==> src/rtl/stack_mem.sv <==
// LIFO for return addresses and stack data. It has a registered pop output,
// a pointer that saturates at empty and full, and sticky overflow/underflow flags.
module stack_mem #(
  parameter int DEPTH = 16,
  parameter int AW    = 4,
  parameter int DW    = 11
) (
  input  logic          clk,
  input  logic          reset,
  input  logic          push,
  input  logic          pop,
  input  logic          clear_err,
  input  logic [DW-1:0] write_data_stack,
  output logic [DW-1:0] read_data_stack,
  output logic [AW:0]   sp,
  output logic          stack_empty,
  output logic          stack_full,
  output logic          stack_overflow,
  output logic          stack_underflow
);

  logic [DW-1:0] mem [DEPTH];
  logic [AW-1:0] top_idx;
  logic [AW-1:0] wr_idx;
  logic          do_swap;
  logic          do_push;
  logic          do_pop;
  logic          ovf_evt;
  logic          unf_evt;
  logic          mem_we;

  assign stack_empty = (sp == '0);
  assign stack_full  = (sp == (AW+1)'(DEPTH));

  // When full, sp[AW-1:0] is 0, and the subtraction wraps to DEPTH-1, which is the top entry.
  assign top_idx = sp[AW-1:0] - 1'b1;

  // Push and pop together on an empty stack act as a plain push.
  assign do_swap = push & pop & ~stack_empty;
  assign do_push = push & ~do_swap & ~stack_full;
  assign do_pop  = pop & ~push & ~stack_empty;
  assign ovf_evt = push & ~pop & stack_full;
  assign unf_evt = pop & ~push & stack_empty;

  assign wr_idx = do_swap ? top_idx : sp[AW-1:0];
  assign mem_we = ~reset & (do_swap | do_push);

  always_ff @(posedge clk) begin
    if (mem_we) begin
      mem[wr_idx] <= write_data_stack;
    end
  end

  always_ff @(posedge clk) begin
    if (reset) begin
      sp              <= '0;
      read_data_stack <= '0;
      stack_overflow  <= 1'b0;
      stack_underflow <= 1'b0;
    end else begin
      if (do_push) begin
        sp <= sp + 1'b1;
      end else if (do_pop) begin
        sp <= sp - 1'b1;
      end

      if (do_swap | do_pop) begin
        read_data_stack <= mem[top_idx];
      end

      // A new error in the same cycle as clear_err keeps the flag set.
      if (ovf_evt) begin
        stack_overflow <= 1'b1;
      end else if (clear_err) begin
        stack_overflow <= 1'b0;
      end

      if (unf_evt) begin
        stack_underflow <= 1'b1;
      end else if (clear_err) begin
        stack_underflow <= 1'b0;
      end
    end
  end

endmodule

==> config.mk <==
export PLATFORM = sky130hd
export DESIGN_NAME = stack_mem
export DESIGN_NICKNAME = d
export VERILOG_FILES = /design/src/rtl/stack_mem.sv
export SDC_FILE = /design/constraint.sdc
export NUM_CORES = 1
export LEC_CHECK = 0
export CAP_MARGIN = 5
export CORE_ASPECT_RATIO = 1.25
export CORE_MARGIN = 2
export CORE_UTILIZATION = 60
export DETAILED_ROUTE_END_ITERATION = 12
export GPL_TIMING_DRIVEN = 0
export PLACE_DENSITY = 0.84
export SETUP_SLACK_MARGIN = 0.1
export SYNTH_ARGS = -nofsm -noshare
export SYNTH_HDL_FRONTEND = slang
export SYNTH_SLANG_ARGS = --single-unit
==> constraint.sdc <==
create_clock -name clk -period 4.3 [get_ports clk]
set_input_delay 1.075 -clock clk [delete_from_list [all_inputs] [get_ports clk]]
set_output_delay 1.075 -clock clk [all_outputs]
set_load 0.03 [all_outputs]
==> metrics <==
status complete, no violations; hold_ws 0.486 ns; hpwl dp 11.0 mm; period utilization 93.9%; share of post-route cells with drive strength above 1 22.5%; syn nets 460; DRT Wirelength 18.0 mm; clk_lat worst skew 0.44 ns; drt pass-1 iters 5; skew final 0.0111 ns; post-synthesis cell type count 48; placed cells 643; most frequent cells in the layout edfxtp_1, nand2_1, mux4_2, clkdlybuf4s50_1, a21oi_1; first-pass GRT wire length 27.3 mm; Yosys warning count 0; Critical Path Sink Type output pin; # hold bufs at CTS 0; # rows 46; routed vias 4474; total grt overflow 0; # fillers 760; placer congestion estimate 0.872; pwr/cell area 713 nW/um^2; commonest non-fill, non-tap cell in the layout edfxtp_1; required time worst endpoint 3.22 ns; Reg area 5650 sq um; Post-synth EDFFs 176; max-slew violations 0; Avg Cell Area, Syn 17.9 sq um; Die ar. 14000 sq um; Setup CP Type reg2out; Hold Path Class reg2reg; H-tree levels 4; DP Area 8440 sq um; Critical Path Fanout Max 10; Max clock buf depth 2; clock transition at the registers of the reported paths 0.07 ns; Final nets 516; post-synthesis sequential area ratio 72.1%; area of the multi-input gates 2070 sq um; final hold vios 0; CTS Sinks 194; Post-Synthesis Cells 438; endpoints failing setup 0; startpoint types register; Max Fclk 248 MHz; antenna-violating nets left 0; P&R area growth vs syn 15.5%; final instance area 9040 sq um; Place WS 0.285 ns; Max VDD drop 0.432 mV; synth top area cells edfxtp_1, mux4_2, dfxtp_1; crit path time final 4.04 ns; post-synth top area share 67.5%; Initial DRC Count 480; Die H 132 um; FF+latch count, synth 194; relative slew slack 20.6%; Synth Cell Area 7830 sq um; Async SR Flop Fraction 0%; main flop type after synthesis edfxtp_1; vias in the first global route 4606; PortBufs 34; initial core utilization 61.5%; Max-Cap Viols 0; Inserted Diodes 0; Ports 36; CTS tree yes; Setup WS post-layout 0.263 ns; die width 106 um; Post-route DRC 0; total track usage 27.4%; Root Buffer clkbuf_16; DR WL/cell 26.7 um; initial antenna violation count 0; DR vias/cell 6.64; Synth area leader edfxtp_1; largest net degree at the start of global routing 18; CTS buffer count 17; final non-filler cell total 674; Arrival @ worst endpoint 2.96 ns; Static Leak 0.00299 uW; Worst-Margin Slew 1.19 ns; core area 12700 sq um; unrepaired setup endpoints after global routing yes
-- cells by family after synthesis --
logic type	count (synthesis)	synth area share, %
fa+ha+maj	6	1.06
flops	194	72.1
compound gates	57	4.83
xor+xnor	8	0.895
mux	46	12.9
buf+inv	31	1.92
simple gates	96	6.24
-- cell type report --
type,instances,area share (%)
buffer,24,1.40
clock buffer,18,4.75
clock inverter,13,1.66
inverter,7,0.332
multi-input combinational,213,22.9
sequential,194,62.5
tap,168,2.33
timing repair buffer,37,4.14
-- routing by layer --
metal	vias up	GRT usage (%)	routed length, um
li1	1847	-	-
met1	2247	35.1	6410
met2	305	43.0	8960
met3	75	7.14	1690
met4	0	14.7	960
met5	-	0	0
-- power by group --
part | internal (uW) | switching [uW] | total, uW | leakage (uW)
Sequential | 2210 | 68.0 | 2280 | 0.00173
Combinational | 1040 | 1560 | 2600 | 0.000980
Clock | 864 | 696 | 1560 | 0.000273
-- cells in the mapped netlist (all sizes together), types with 2 or more instances --
| cell type | count |
|---|---|
| edfxtp | 176 |
| nand2 | 49 |
| mux4 | 44 |
| a21oi | 29 |
| dfxtp | 18 |
| buf | 15 |
| nor2 | 15 |
| nor3 | 12 |
| a211o | 11 |
| clkbuf | 9 |
| inv | 7 |
| ha | 5 |
| xnor2 | 4 |
| xor2 | 4 |
| a31oi | 3 |
| nor2b | 3 |
| o21ai | 3 |
| or3b | 3 |
| a21o | 2 |
| and3 | 2 |
| mux2i | 2 |
| nand2b | 2 |
| nand3 | 2 |
| o211ai | 2 |
| o21a | 2 |
-- stage by stage --
stage / utilization [%] / total power (uW) / setup TNS [ns]
after global routing: 71.1 / 6690 / 0
after floorplan: - / 4050 / 0
final: 71.1 / 6440 / 0
after detailed placement: 66.4 / 4800 / 0
after global placement: 65.8 / 4670 / -3.65
after CTS: 70.9 / 6400 / 0
-- registers in the layout (all words and copies together), names as in the netlist --
name / cells
read_data_stack: 11
mem: 176
stack_underflow: 1
sp: 5
stack_overflow: 1
-- critical path, cell delays in order (launching register included) --
cell,delay (ns)
dfxtp_1,0.31
buf_2,0.18
clkbuf_4,0.25
clkinvlp_4,0.18
ha_1,0.22
or4b_1,0.45
buf_2,0.20
inv_1,0.07
clkdlybuf4s50_1,0.66
-- path summary, 6_finish.rpt --
| check | end | slack (ns) | startpoint | cells past startpoint |
|---|---|---|---|---|
| min | read_data_stack[3] | 0.49 | read_data_stack[3] | 1 |
| max reg2reg | mem[12][0] | 0.37 | sp[0] | 8 |
| min reg2reg | read_data_stack[3] | 0.49 | read_data_stack[3] | 1 |
| max | stack_empty | 0.26 | sp[0] | 8 |
-- repair_timing --
| action | 4_1_cts | 5_1_grt |
|---|---|---|
| setup buffers | 0 | 0 |
| setup endpoints to repair | 0 | 48 |
| hold endpoints to repair | 0 | 0 |
| resized for setup | 0 | 5 |
(Power assumes the default switching activity.)
